### src/rtl/pipe_ctrl_pkg.sv
// Shared types and constants for the pipeline hazard/sequencing controller.
package pipe_ctrl_pkg;

  localparam int unsigned REG_W   = 5;
  localparam int unsigned FWD_W   = 2;
  localparam int unsigned STALL_W = 16;
  localparam int unsigned FLUSH_W = 16;

  localparam logic [FWD_W-1:0] FWD_REG   = 2'b00;
  localparam logic [FWD_W-1:0] FWD_EXMEM = 2'b10;
  localparam logic [FWD_W-1:0] FWD_MEMWB = 2'b01;

  localparam logic [31:0] NOP_WORD = 32'h0000_0013;

  typedef enum logic [1:0] {
    ST_RUN   = 2'd0,
    ST_DRAIN = 2'd1,
    ST_DONE  = 2'd2
  } state_e;

  typedef struct packed {
    logic pc_write;
    logic if_id_write;
    logic if_id_flush;
    logic id_ex_bubble;
  } pipe_ctrl_t;

  localparam pipe_ctrl_t CTRL_RESET  = '{pc_write: 1'b0, if_id_write: 1'b0, if_id_flush: 1'b1, id_ex_bubble: 1'b1};
  localparam pipe_ctrl_t CTRL_FREEZE = '{pc_write: 1'b0, if_id_write: 1'b0, if_id_flush: 1'b0, id_ex_bubble: 1'b1};
  localparam pipe_ctrl_t CTRL_FLUSH  = '{pc_write: 1'b1, if_id_write: 1'b1, if_id_flush: 1'b1, id_ex_bubble: 1'b1};
  localparam pipe_ctrl_t CTRL_ADV    = '{pc_write: 1'b1, if_id_write: 1'b1, if_id_flush: 1'b0, id_ex_bubble: 1'b0};

  // Youngest producer (EX/MEM) wins over MEM/WB; x0 is never forwarded.
  function automatic logic [FWD_W-1:0] fwd_select(
    input logic             mem_we,
    input logic [REG_W-1:0] mem_rd,
    input logic             wb_we,
    input logic [REG_W-1:0] wb_rd,
    input logic [REG_W-1:0] rs
  );
    if (mem_we && (mem_rd != '0) && (mem_rd == rs)) return FWD_EXMEM;
    if (wb_we && (wb_rd != '0) && (wb_rd == rs))    return FWD_MEMWB;
    return FWD_REG;
  endfunction

endpackage

### src/rtl/pipeline_hazard_ctrl_if.sv
// Pipeline-side bundle for the hazard controller: stage register fields in, control out.
interface pipeline_hazard_ctrl_if
  import pipe_ctrl_pkg::*;
#(
  parameter int unsigned CNT_W = 32
);

  logic [REG_W-1:0]   id_rs1;
  logic [REG_W-1:0]   id_rs2;
  logic               id_use_rs1;
  logic               id_use_rs2;
  logic               id_halt;
  logic [REG_W-1:0]   ex_rs1;
  logic [REG_W-1:0]   ex_rs2;
  logic [REG_W-1:0]   ex_rd;
  logic               ex_mem_read;
  logic               ex_branch_taken;
  logic [REG_W-1:0]   mem_rd;
  logic               mem_reg_write;
  logic [REG_W-1:0]   wb_rd;
  logic               wb_reg_write;

  logic               pc_write;
  logic               if_id_write;
  logic               if_id_flush;
  logic               id_ex_bubble;
  logic [FWD_W-1:0]   fwd_a;
  logic [FWD_W-1:0]   fwd_b;
  logic               end_program;
  logic [CNT_W-1:0]   cycle_count;
  logic [STALL_W-1:0] stall_count;
  logic [FLUSH_W-1:0] flush_count;

  modport master (
    output id_rs1, id_rs2, id_use_rs1, id_use_rs2, id_halt,
    output ex_rs1, ex_rs2, ex_rd, ex_mem_read, ex_branch_taken,
    output mem_rd, mem_reg_write, wb_rd, wb_reg_write,
    input  pc_write, if_id_write, if_id_flush, id_ex_bubble, fwd_a, fwd_b,
    input  end_program, cycle_count, stall_count, flush_count
  );

  modport slave (
    input  id_rs1, id_rs2, id_use_rs1, id_use_rs2, id_halt,
    input  ex_rs1, ex_rs2, ex_rd, ex_mem_read, ex_branch_taken,
    input  mem_rd, mem_reg_write, wb_rd, wb_reg_write,
    output pc_write, if_id_write, if_id_flush, id_ex_bubble, fwd_a, fwd_b,
    output end_program, cycle_count, stall_count, flush_count
  );

endinterface

### src/rtl/hazard_fwd_unit.sv
// Pure combinational EX operand forwarding select and load-use detection.
module hazard_fwd_unit
  import pipe_ctrl_pkg::*;
(
  input  logic [REG_W-1:0] i_id_rs1,
  input  logic [REG_W-1:0] i_id_rs2,
  input  logic             i_id_use_rs1,
  input  logic             i_id_use_rs2,
  input  logic [REG_W-1:0] i_ex_rs1,
  input  logic [REG_W-1:0] i_ex_rs2,
  input  logic [REG_W-1:0] i_ex_rd,
  input  logic             i_ex_mem_read,
  input  logic [REG_W-1:0] i_mem_rd,
  input  logic             i_mem_reg_write,
  input  logic [REG_W-1:0] i_wb_rd,
  input  logic             i_wb_reg_write,
  output logic [FWD_W-1:0] o_fwd_a_c,
  output logic [FWD_W-1:0] o_fwd_b_c,
  output logic             o_load_use_c
);

  logic w_hit_rs1;
  logic w_hit_rs2;

  always_comb begin
    o_fwd_a_c = fwd_select(i_mem_reg_write, i_mem_rd, i_wb_reg_write, i_wb_rd, i_ex_rs1);
    o_fwd_b_c = fwd_select(i_mem_reg_write, i_mem_rd, i_wb_reg_write, i_wb_rd, i_ex_rs2);
  end

  // A load in EX whose result is consumed by the instruction in ID must wait one cycle.
  always_comb begin
    w_hit_rs1    = i_id_use_rs1 && (i_ex_rd == i_id_rs1);
    w_hit_rs2    = i_id_use_rs2 && (i_ex_rd == i_id_rs2);
    o_load_use_c = i_ex_mem_read && (i_ex_rd != '0) && (w_hit_rs1 || w_hit_rs2);
  end

endmodule

### src/rtl/pipeline_hazard_ctrl.sv
// Hazard/sequencing controller for the 5-stage core: stalls, flushes, forwarding,
// end-of-program drain and execution-time counters.
module pipeline_hazard_ctrl
  import pipe_ctrl_pkg::*;
#(
  parameter int unsigned DRAIN_CYCLES = 4,
  parameter int unsigned CNT_W        = 32
)(
  input  logic                  clk,
  input  logic                  reset,
  pipeline_hazard_ctrl_if.slave bus
);

  localparam int unsigned DRAIN_W = (DRAIN_CYCLES > 1) ? $clog2(DRAIN_CYCLES) : 1;

  state_e             r_state;
  state_e             w_state_next;
  logic [DRAIN_W-1:0] r_drain_cnt;
  logic [DRAIN_W-1:0] w_drain_next;
  logic [CNT_W-1:0]   r_cycle_count;
  logic [STALL_W-1:0] r_stall_count;
  logic [FLUSH_W-1:0] r_flush_count;
  logic               r_end_program;

  pipe_ctrl_t         w_ctrl;
  logic               w_stall_inc;
  logic               w_flush_inc;
  logic               w_load_use;
  logic [FWD_W-1:0]   w_fwd_a;
  logic [FWD_W-1:0]   w_fwd_b;

  hazard_fwd_unit u_hazard_fwd (
    .i_id_rs1        (bus.id_rs1),
    .i_id_rs2        (bus.id_rs2),
    .i_id_use_rs1    (bus.id_use_rs1),
    .i_id_use_rs2    (bus.id_use_rs2),
    .i_ex_rs1        (bus.ex_rs1),
    .i_ex_rs2        (bus.ex_rs2),
    .i_ex_rd         (bus.ex_rd),
    .i_ex_mem_read   (bus.ex_mem_read),
    .i_mem_rd        (bus.mem_rd),
    .i_mem_reg_write (bus.mem_reg_write),
    .i_wb_rd         (bus.wb_rd),
    .i_wb_reg_write  (bus.wb_reg_write),
    .o_fwd_a_c       (w_fwd_a),
    .o_fwd_b_c       (w_fwd_b),
    .o_load_use_c    (w_load_use)
  );

  always_ff @(posedge clk) begin
    if (!reset) begin
      r_state     <= ST_RUN;
      r_drain_cnt <= '0;
    end else begin
      r_state     <= w_state_next;
      r_drain_cnt <= w_drain_next;
    end
  end

  // Branch beats load-use beats halt; once draining, the front end stays frozen.
  always_comb begin
    w_state_next = r_state;
    w_drain_next = r_drain_cnt;
    w_ctrl       = CTRL_FREEZE;
    w_stall_inc  = 1'b0;
    w_flush_inc  = 1'b0;
    if (!reset) begin
      w_ctrl = CTRL_RESET;
    end else begin
      case (r_state)
        ST_RUN: begin
          if (bus.ex_branch_taken) begin
            w_ctrl      = CTRL_FLUSH;
            w_flush_inc = 1'b1;
          end else if (w_load_use) begin
            w_ctrl      = CTRL_FREEZE;
            w_stall_inc = 1'b1;
          end else if (bus.id_halt) begin
            w_ctrl       = CTRL_FREEZE;
            w_drain_next = DRAIN_W'(DRAIN_CYCLES - 1);
            w_state_next = ST_DRAIN;
          end else begin
            w_ctrl = CTRL_ADV;
          end
        end
        ST_DRAIN: begin
          w_ctrl = CTRL_FREEZE;
          if (r_drain_cnt == '0) begin
            w_state_next = ST_DONE;
          end else begin
            w_drain_next = r_drain_cnt - DRAIN_W'(1);
          end
        end
        ST_DONE: begin
          w_ctrl = CTRL_FREEZE;
        end
        default: begin
          w_ctrl       = CTRL_FREEZE;
          w_state_next = ST_RUN;
        end
      endcase
    end
  end

  // Saturating execution-time counters; end_program lags DONE by one edge and stays set.
  always_ff @(posedge clk) begin
    if (!reset) begin
      r_cycle_count <= '0;
      r_stall_count <= '0;
      r_flush_count <= '0;
      r_end_program <= 1'b0;
    end else begin
      if ((r_state != ST_DONE) && (r_cycle_count != '1)) begin
        r_cycle_count <= r_cycle_count + CNT_W'(1);
      end
      if (w_stall_inc && (r_stall_count != '1)) begin
        r_stall_count <= r_stall_count + STALL_W'(1);
      end
      if (w_flush_inc && (r_flush_count != '1)) begin
        r_flush_count <= r_flush_count + FLUSH_W'(1);
      end
      r_end_program <= r_end_program | (r_state == ST_DONE);
    end
  end

  assign bus.pc_write     = w_ctrl.pc_write;
  assign bus.if_id_write  = w_ctrl.if_id_write;
  assign bus.if_id_flush  = w_ctrl.if_id_flush;
  assign bus.id_ex_bubble = w_ctrl.id_ex_bubble;
  assign bus.fwd_a        = reset ? w_fwd_a : FWD_REG;
  assign bus.fwd_b        = reset ? w_fwd_b : FWD_REG;
  assign bus.end_program  = r_end_program;
  assign bus.cycle_count  = r_cycle_count;
  assign bus.stall_count  = r_stall_count;
  assign bus.flush_count  = r_flush_count;

endmodule

### src/flat_wrapper.sv
// flat-port wrapper written by rule: the top's interface ports become plain ports
module pipeline_hazard_ctrl_flat import pipe_ctrl_pkg::*;
#(
  parameter int unsigned DRAIN_CYCLES = 4,
  parameter int unsigned CNT_W        = 32
)
  (clk, reset, bus_id_rs1, bus_id_rs2, bus_id_use_rs1, bus_id_use_rs2, bus_id_halt, bus_ex_rs1, bus_ex_rs2, bus_ex_rd, bus_ex_mem_read, bus_ex_branch_taken, bus_mem_rd, bus_mem_reg_write, bus_wb_rd, bus_wb_reg_write, bus_pc_write, bus_if_id_write, bus_if_id_flush, bus_id_ex_bubble, bus_fwd_a, bus_fwd_b, bus_end_program, bus_cycle_count, bus_stall_count, bus_flush_count);
  pipeline_hazard_ctrl_if #(.CNT_W(CNT_W)) bus_i ();
  input  logic clk;
  input  logic reset;
  input wire logic [$bits(bus_i.id_rs1)-1:0] bus_id_rs1;
  input wire logic [$bits(bus_i.id_rs2)-1:0] bus_id_rs2;
  input wire logic [$bits(bus_i.id_use_rs1)-1:0] bus_id_use_rs1;
  input wire logic [$bits(bus_i.id_use_rs2)-1:0] bus_id_use_rs2;
  input wire logic [$bits(bus_i.id_halt)-1:0] bus_id_halt;
  input wire logic [$bits(bus_i.ex_rs1)-1:0] bus_ex_rs1;
  input wire logic [$bits(bus_i.ex_rs2)-1:0] bus_ex_rs2;
  input wire logic [$bits(bus_i.ex_rd)-1:0] bus_ex_rd;
  input wire logic [$bits(bus_i.ex_mem_read)-1:0] bus_ex_mem_read;
  input wire logic [$bits(bus_i.ex_branch_taken)-1:0] bus_ex_branch_taken;
  input wire logic [$bits(bus_i.mem_rd)-1:0] bus_mem_rd;
  input wire logic [$bits(bus_i.mem_reg_write)-1:0] bus_mem_reg_write;
  input wire logic [$bits(bus_i.wb_rd)-1:0] bus_wb_rd;
  input wire logic [$bits(bus_i.wb_reg_write)-1:0] bus_wb_reg_write;
  output wire logic [$bits(bus_i.pc_write)-1:0] bus_pc_write;
  output wire logic [$bits(bus_i.if_id_write)-1:0] bus_if_id_write;
  output wire logic [$bits(bus_i.if_id_flush)-1:0] bus_if_id_flush;
  output wire logic [$bits(bus_i.id_ex_bubble)-1:0] bus_id_ex_bubble;
  output wire logic [$bits(bus_i.fwd_a)-1:0] bus_fwd_a;
  output wire logic [$bits(bus_i.fwd_b)-1:0] bus_fwd_b;
  output wire logic [$bits(bus_i.end_program)-1:0] bus_end_program;
  output wire logic [$bits(bus_i.cycle_count)-1:0] bus_cycle_count;
  output wire logic [$bits(bus_i.stall_count)-1:0] bus_stall_count;
  output wire logic [$bits(bus_i.flush_count)-1:0] bus_flush_count;
  assign bus_i.id_rs1 = bus_id_rs1;
  assign bus_i.id_rs2 = bus_id_rs2;
  assign bus_i.id_use_rs1 = bus_id_use_rs1;
  assign bus_i.id_use_rs2 = bus_id_use_rs2;
  assign bus_i.id_halt = bus_id_halt;
  assign bus_i.ex_rs1 = bus_ex_rs1;
  assign bus_i.ex_rs2 = bus_ex_rs2;
  assign bus_i.ex_rd = bus_ex_rd;
  assign bus_i.ex_mem_read = bus_ex_mem_read;
  assign bus_i.ex_branch_taken = bus_ex_branch_taken;
  assign bus_i.mem_rd = bus_mem_rd;
  assign bus_i.mem_reg_write = bus_mem_reg_write;
  assign bus_i.wb_rd = bus_wb_rd;
  assign bus_i.wb_reg_write = bus_wb_reg_write;
  assign bus_pc_write = bus_i.pc_write;
  assign bus_if_id_write = bus_i.if_id_write;
  assign bus_if_id_flush = bus_i.if_id_flush;
  assign bus_id_ex_bubble = bus_i.id_ex_bubble;
  assign bus_fwd_a = bus_i.fwd_a;
  assign bus_fwd_b = bus_i.fwd_b;
  assign bus_end_program = bus_i.end_program;
  assign bus_cycle_count = bus_i.cycle_count;
  assign bus_stall_count = bus_i.stall_count;
  assign bus_flush_count = bus_i.flush_count;
  pipeline_hazard_ctrl #(.DRAIN_CYCLES(DRAIN_CYCLES), .CNT_W(CNT_W)) u_core (.clk(clk), .reset(reset), .bus(bus_i));
endmodule
### config.mk
export PLATFORM = sky130hd
export DESIGN_NAME = pipeline_hazard_ctrl_flat
export DESIGN_NICKNAME = d
export VERILOG_FILES = /design/src/rtl/pipe_ctrl_pkg.sv /design/src/rtl/pipeline_hazard_ctrl_if.sv /design/src/rtl/hazard_fwd_unit.sv /design/src/rtl/pipeline_hazard_ctrl.sv /design/src/flat_wrapper.sv
export SDC_FILE = /design/constraint.sdc
export NUM_CORES = 1
export LEC_CHECK = 0
export CORE_MARGIN = 2
export CORE_UTILIZATION = 51
export CTS_CLUSTER_SIZE = 25
export DETAILED_ROUTE_END_ITERATION = 12
export PLACE_DENSITY = 0.86
export SLEW_MARGIN = 20
export SYNTH_ARGS = -nofsm -noshare
export SYNTH_HDL_FRONTEND = slang
export SYNTH_HIERARCHICAL = 1
export SYNTH_SLANG_ARGS = --single-unit
### constraint.sdc
create_clock -name clk -period 6.4 [get_ports clk]
set_input_delay 1.28 -clock clk [delete_from_list [all_inputs] [get_ports clk]]
set_output_delay 1.28 -clock clk [all_outputs]
set_load 0.005 [all_outputs]
==> results.py, run 1 <==
metrics = {
    "hold_path": {
        "hold-path-cell-count": 2,
        "holdCritPathClass": "register to register",
        "worst_hold_startpoint": "u_core/bus.end_program",
    },
    "power": {
        "ir_drop_v": 0.000133,
        "p_per_area_nw_per_um2": 175,
        "total_leakage_power_nw": 1.74,
    },
    "yosys": {
        "synth.lib_cells_used.distinct": 52,
        "edff_count_synth": 0,
        "avgSynthCellArea_um2": 8.32,
        "postSynthCellCount": 471,
        "netlist_area_um2": 3920,
        "asyncSetResetFlopFracSynth_pct": 0,
        "synthesis.nets": 519,
        "synth-warning-count": 6,
        "synth_top_flop_cell": "dfxtp_1",
        "yosysSeqAreaShare_pct": 35.3,
        "synth_seq_cells": 69,
    },
    "global_routing": {
        "use_met3_pct": 5.75,
        "grt_antenna_before_repair": 0,
        "first_pass_grt_wire_length_mm": 16.5,
        "grt-ovfl-total": 0,
        "globalRoute.busiestLayer": "met2",
        "grt_use_met2_pct": 39.4,
        "first_global_vias": 3443,
        "pin_count_of_the_biggest_net_entering_global_routing": 56,
        "groute.usage.overall_pct": 23.9,
        "globalRouteMet1Util_pct": 30.7,
    },
    "status": {
        "outcome": "completed",
    },
    "worst_setup_path": {
        "list_of_cells_traversed_by_the_critical_path": "clkdlybuf4s50_1, xor2_1, nor4_1, nand3_1, a21oi_1, nor2_1, o211a_1, clkdlybuf4s50_1",
        "cp_data_arrival_time_ps": 3760,
        "worstPathMaxFanout": 6,
        "cp_num_buf_inv": 2,
        "cpMostUsedCell": "clkdlybuf4s50_1",
        "timing.rr.start": "u_core/bus.cycle_count[0]",
        "cp_slowest_stage_delay_ps": 480,
        "critPathTopFamily": "buffers and inverters",
        "start_kind": "input port",
        "end_kind": "output port",
        "crit_cells": 8,
        "timing_worst_setup_path_type": "input port to output port",
        "ff2ff_path_depth": 6,
        "crit_required_ps": 5120,
        "timing.critical_path.slowest_stage_cell": "clkdlybuf4s50_1",
        "timing.critical_path.from": "bus_ex_rd[2]",
    },
    "floorplan": {
        "rows": 31,
        "design.die.area_um2": 8400,
        "initial_core_utilization_pct": 53.4,
        "chipWidth_um": 91.6,
        "height_of_the_chip_um": 91.6,
        "area_of_the_placeable_core_um2": 7330,
        "pin_count": 117,
    },
    "sta": {
        "setup-violations-final": 0,
        "finalSetupTns_ps": 0,
        "relSlewSlack_pct": 27.7,
        "hold_slack_ps": 482,
        "finalWorstPathRequiredPeriod_ps": 5040,
        "tightestPinTransition_ps": 1070,
        "report.final.hold_viol_count": 0,
        "final.setup_skew_ps": 8.50,
        "setup_repair_after_global_routing_missed_its_margin": "no",
        "achievable-frequency_mhz": 198,
        "timing.final.crit_share_pct": 78.8,
        "slew_violations": 0,
    },
    "routing": {
        "routed_wirelength_mm": 10.4,
        "antenna_left": 0,
        "via_cell_ratio": 5.73,
        "remaining_drc_errors": 0,
        "num_vias": 3922,
        "drt-wirelength-per-cell_um": 15.2,
        "drt-initial-drc-count": 190,
        "drt_first_pass_iters": 5,
    },
    "cells_and_area": {
        "fillCellCount": 566,
        "drive_above_1_share_pct": 4.96,
        "antenna_cells_inserted": 0,
        "fin_nets": 629,
        "syn_to_final_growth_pct": 36.5,
    },
    "cts": {
        "clkTransAtPathRegs_ps": 70,
        "worst_skew_pair.late_latency_ps": 340,
        "tritoncts": "built",
        "cts_hold_buffers": 0,
        "post-cts-setup-buffers": 0,
        "cts-resized-gates": 0,
        "clock_path_buffers": 2,
        "cts_root_buf": "clkbuf_8",
        "clock-sinks": 69,
        "numCtsBuffers": 9,
        "htree_levels": 3,
    },
    "placement": {
        "globalplace.congestion": 0.872,
        "io_buffer_count": 116,
        "hpwl_mm": 7.41,
    },
    "flow_run": {
        "cap_viol_max_count": 0,
    },
}
-- path summary, 6_finish.rpt --
check                                                  to  slack [ps]
worst max-delay path                      bus_if_id_write        1360
worst min-delay path               u_core/bus.end_program         480
worst max register to register  u_core/bus.cycle_count[2]        3990
worst min register to register     u_core/bus.end_program         480
-- placed cells by master, fill, tap and decap left out, types with 3 or more instances in the layout --
| cell | count |
|---|---|
| ha_1 | 4 |
| nor3_1 | 16 |
| clkbuf_8 | 10 |
| nor2_1 | 53 |
| or4_1 | 11 |
| mux2i_1 | 11 |
| nand3b_1 | 3 |
| o21ai_0 | 16 |
| xor2_1 | 23 |
| and4_1 | 5 |
| xnor2_1 | 41 |
| a21oi_1 | 16 |
| nand2b_1 | 9 |
| a31oi_1 | 5 |
| nand2_1 | 40 |
| a211oi_1 | 4 |
| clkdlybuf4s50_1 | 116 |
| a311oi_1 | 4 |
| nand3_1 | 29 |
| a2111oi_0 | 6 |
| dfxtp_1 | 69 |
| and3_1 | 4 |
| or3_1 | 9 |
| nand4_1 | 20 |
| and2_1 | 6 |
| inv_1 | 10 |
| nor4_1 | 11 |
-- tightest hold or removal path: stages, from the launching register on --
cell	delay, ps
dfxtp_1	330
nor2_1	50
nor2_1	70
-- synthesized netlist by cell type, types with 3 or more instances --
| library cell | instances | area (um2) |
|---|---|---|
| clkbuf_1 | 13 | 48.8 |
| and4_1 | 5 | 43.8 |
| nand2b_1 | 9 | 56.3 |
| nand4_1 | 20 | 125 |
| nand3_1 | 29 | 145 |
| a21oi_1 | 16 | 80.1 |
| mux2i_1 | 11 | 110 |
| or3_1 | 9 | 56.3 |
| a31oi_1 | 5 | 31.3 |
| xnor2_1 | 41 | 359 |
| ha_1 | 4 | 50.1 |
| nand3b_1 | 3 | 22.5 |
| nor3_1 | 16 | 80.1 |
| o21ai_0 | 16 | 80.1 |
| a211oi_1 | 4 | 30.0 |
| a2111oi_0 | 6 | 52.6 |
| nor4_1 | 11 | 68.8 |
| or4_1 | 11 | 82.6 |
| nor2_1 | 53 | 199 |
| a311oi_1 | 4 | 35.0 |
| inv_1 | 10 | 37.5 |
| and3_1 | 4 | 25.0 |
| nand2_1 | 40 | 150 |
| xor2_1 | 23 | 201 |
| and2_1 | 6 | 37.5 |
| dfxtp_1 | 69 | 1380 |
-- cells by family (layout without fill, tap and decap cells) --
| logic type | count (synthesis) | in the layout | synth area share [%] |
|---|---|---|---|
| compound gates | 64 | 64 | 11.6 |
| simple gates | 229 | 229 | 31.5 |
| mux | 11 | 11 | 2.81 |
| fa+ha+maj | 4 | 4 | 1.28 |
| flops | 69 | 69 | 35.3 |
| xor+xnor | 64 | 64 | 14.3 |
| buf+inv | 30 | 144 | 3.23 |
-- metal layers --
metal / wire [um] / vias to the layer above
met5: 0 / -
met4: 116 / 0
met3: 806 / 12
met2: 4930 / 162
met1: 4520 / 1820
li1: - / 1928
-- layout make-up --
class	count	area (um2)	share of cell area (%)
Inverter	11	41.3	0.772
Tap cell	99	124	2.32
Multi-Input combinational cell	372	2410	45.1
Clock inverter	4	72.6	1.36
Clock buffer	11	141	2.64
Timing Repair Buffer	118	1180	22.0
Sequential cell	69	1380	25.8
-- report_power, final --
part	internal [mW]	total, mW	switching [mW]
registers	0.436	0.444	0.00807
logic	0.0561	0.103	0.0469
clock network	0.228	0.387	0.160
-- per-stage QoR --
| stage | power [mW] | area [um2] | utilization, % | std cells | setup slack (ps) |
|---|---|---|---|---|---|
| 6_report | 0.934 | 5350 | 72.9 | 684 | 1360 |
| 5_1_grt | 0.970 | 5350 | 72.9 | 684 | 1260 |
| 4_1_cts | 0.940 | 5350 | 72.9 | 684 | 1440 |
| 3_5_place_dp | 0.556 | 5130 | 70.0 | 669 | 1440 |
| 3_3_place_gp | 0.552 | 5130 | 70.0 | 669 | 1470 |
| 2_1_floorplan | 0.498 | 3920 | - | 471 | 2570 |
-- state kept, by name (all words and copies together) (netlist names) --
signal                  count
u_core/r_drain_cnt          2
u_core/bus.flush_count     16
u_core/bus.cycle_count     32
u_core/bus.stall_count     16
u_core/r_state              2
u_core/bus.end_program      1
(Power assumes the default switching activity.)
==> run 2, diff against run 1 <==
- CORE_UTILIZATION: 51 -> 48
- PLACE_DENSITY: 0.86 -> 0.81
- clock period: 6.4 -> 5.1 ns (I/O delays scaled with it)
==> run 2 against run 1 <==
Total power up 27%. Hold slack lost 10 ps. Global-route usage down 0.48 points. Die area grew 6.0%. Flip-flop and latch count is the same. Sequential share of layout area is 0.066 points lower.
==> results.py, run 2 (synthesis gave the netlist of run 1 again) <==
metrics = {
    "cts": {
        "htree_levels": 3,
        "numCtsBuffers": 9,
        "clkTransAtPathRegs_ps": 70,
        "cts_hold_buffers": 0,
        "worst_skew_pair.late_latency_ps": 340,
        "cts-resized-gates": 0,
        "tritoncts": "built",
        "post-cts-setup-buffers": 0,
        "cts_root_buf": "clkbuf_8",
        "clock-sinks": 69,
        "clock_path_buffers": 2,
    },
    "cells_and_area": {
        "mostFrequentLayoutCells": "clkdlybuf4s50_1 (116), dfxtp_1 (69), nor2_1 (53)",
        "largest_reg_flops": 32,
        "drive_above_1_share_pct": 5.29,
        "seqCellArea_um2": 1380,
        "syn_to_final_growth_pct": 36.8,
        "fin_nets": 629,
        "multi_input_gate_area_um2": 2410,
        "antenna_cells_inserted": 0,
        "fillCellCount": 688,
        "layout_commonest_cell": "clkdlybuf4s50_1",
    },
    "worst_setup_path": {
        "cp_data_arrival_time_ps": 3430,
        "critPathTopFamily": "buffers and inverters",
        "worstPathMaxFanout": 6,
        "list_of_cells_traversed_by_the_critical_path": "clkdlybuf4s50_1, xor2_1, nor4_1, nand3_1, a21oi_1, nor2_1, o211a_1, clkdlybuf4s50_1",
        "crit_required_ps": 4080,
        "cp_num_buf_inv": 2,
        "end_kind": "output port",
        "cpMostUsedCell": "clkdlybuf4s50_1",
        "timing_worst_setup_path_type": "input port to output port",
        "timing.critical_path.slowest_stage_cell": "a21oi_1",
        "start_kind": "input port",
        "cp_slowest_stage_delay_ps": 500,
    },
    "sta": {
        "achievable-frequency_mhz": 225,
        "tightestPinTransition_ps": 1080,
        "final.setup_skew_ps": 12.6,
        "timing.final.crit_share_pct": 87.3,
        "worst_slack_ps": 646,
        "relSlewSlack_pct": 27.1,
        "setup_repair_after_global_routing_missed_its_margin": "no",
        "finalWorstPathRequiredPeriod_ps": 4450,
        "finalSetupTns_ps": 0,
        "slew_violations": 0,
        "report.final.hold_viol_count": 0,
        "setup-violations-final": 0,
    },
    "placement": {
        "hpwl_mm": 7.74,
        "io_buffer_count": 116,
        "dp_slack_ps": 677,
        "globalplace.congestion": 0.819,
    },
    "floorplan": {
        "area_of_the_placeable_core_um2": 7810,
        "initial_core_utilization_pct": 50.2,
        "design.die.area_um2": 8900,
        "rows": 32,
        "height_of_the_chip_um": 94.3,
        "chipWidth_um": 94.3,
        "pin_count": 117,
    },
    "routing": {
        "drt_first_pass_iters": 5,
        "num_vias": 3937,
        "remaining_drc_errors": 0,
        "drt-wirelength-per-cell_um": 15.4,
        "via_cell_ratio": 5.72,
        "routed_wirelength_mm": 10.6,
        "drt-initial-drc-count": 234,
        "antenna_left": 0,
    },
    "hold_path": {
        "holdCritPathClass": "register to register",
    },
    "global_routing": {
        "grt-ovfl-total": 0,
        "groute.usage.overall_pct": 23.5,
        "first_pass_grt_wire_length_mm": 17.0,
        "grt_antenna_before_repair": 0,
        "pin_count_of_the_biggest_net_entering_global_routing": 56,
        "first_global_vias": 3766,
    },
    "status": {
        "outcome": "completed",
    },
    "power": {
        "p_per_area_nw_per_um2": 221,
        "ir_drop_v": 0.000148,
        "total_leakage_power_nw": 1.74,
    },
    "flow_run": {
        "cap_viol_max_count": 0,
    },
}
run 2: final timing paths:
path	start	endpoint	slack, ps	depth (start not counted)
min	u_core/bus.end_program	u_core/bus.end_program	470	2
max reg2reg	u_core/bus.cycle_count[0]	u_core/bus.cycle_count[2]	2560	6
min reg2reg	u_core/bus.end_program	u_core/bus.end_program	470	2
max	bus_ex_rd[2]	bus_pc_write	650	8
run 2: power breakdown:
group          internal [mW]  total (mW)  switching (mW)
logic                 0.0706       0.130          0.0593
clock network          0.288       0.498           0.210
registers              0.547       0.557         0.00997
total                  0.905        1.18           0.279
run 2: per-stage QoR:
stage / hold WS (ps) / utilization [%] / area (um2) / cells / power (mW)
floorplan: 465 / - / 3920 / 471 / 0.625
global placement: 449 / 65.8 / 5140 / 672 / 0.693
detailed placement: 463 / 65.8 / 5140 / 672 / 0.699
CTS: 480 / 68.7 / 5360 / 688 / 1.20
global route: 548 / 68.7 / 5360 / 688 / 1.23
finish: 471 / 68.7 / 5360 / 688 / 1.18
run 2: final cells by class:
| type | count | area share (%) |
|---|---|---|
| Multi-Input combinational cell | 372 | 45.0 |
| Timing Repair Buffer | 118 | 21.9 |
| Sequential cell | 69 | 25.8 |
| Inverter | 11 | 0.770 |
| Clock inverter | 6 | 1.61 |
| Clock buffer | 10 | 2.57 |
| Tap cell | 102 | 2.38 |
run 2: worst min-delay path: cells and delay by family (launching register included):
family,cells,cell delay (ps)
AND/OR/NAND/NOR,2,110
flip-flops,1,330
run 2: per-layer routing:
layer	routed length (um)	part of all wire, %	track usage [%]	up-vias
li1	-	-	-	1936
met1	4600	44	28.5	1864
met2	5140	49	41.3	130
met3	747	7.1	4.95	7
met4	78	0.74	7.85	0
met5	0	0	0	-
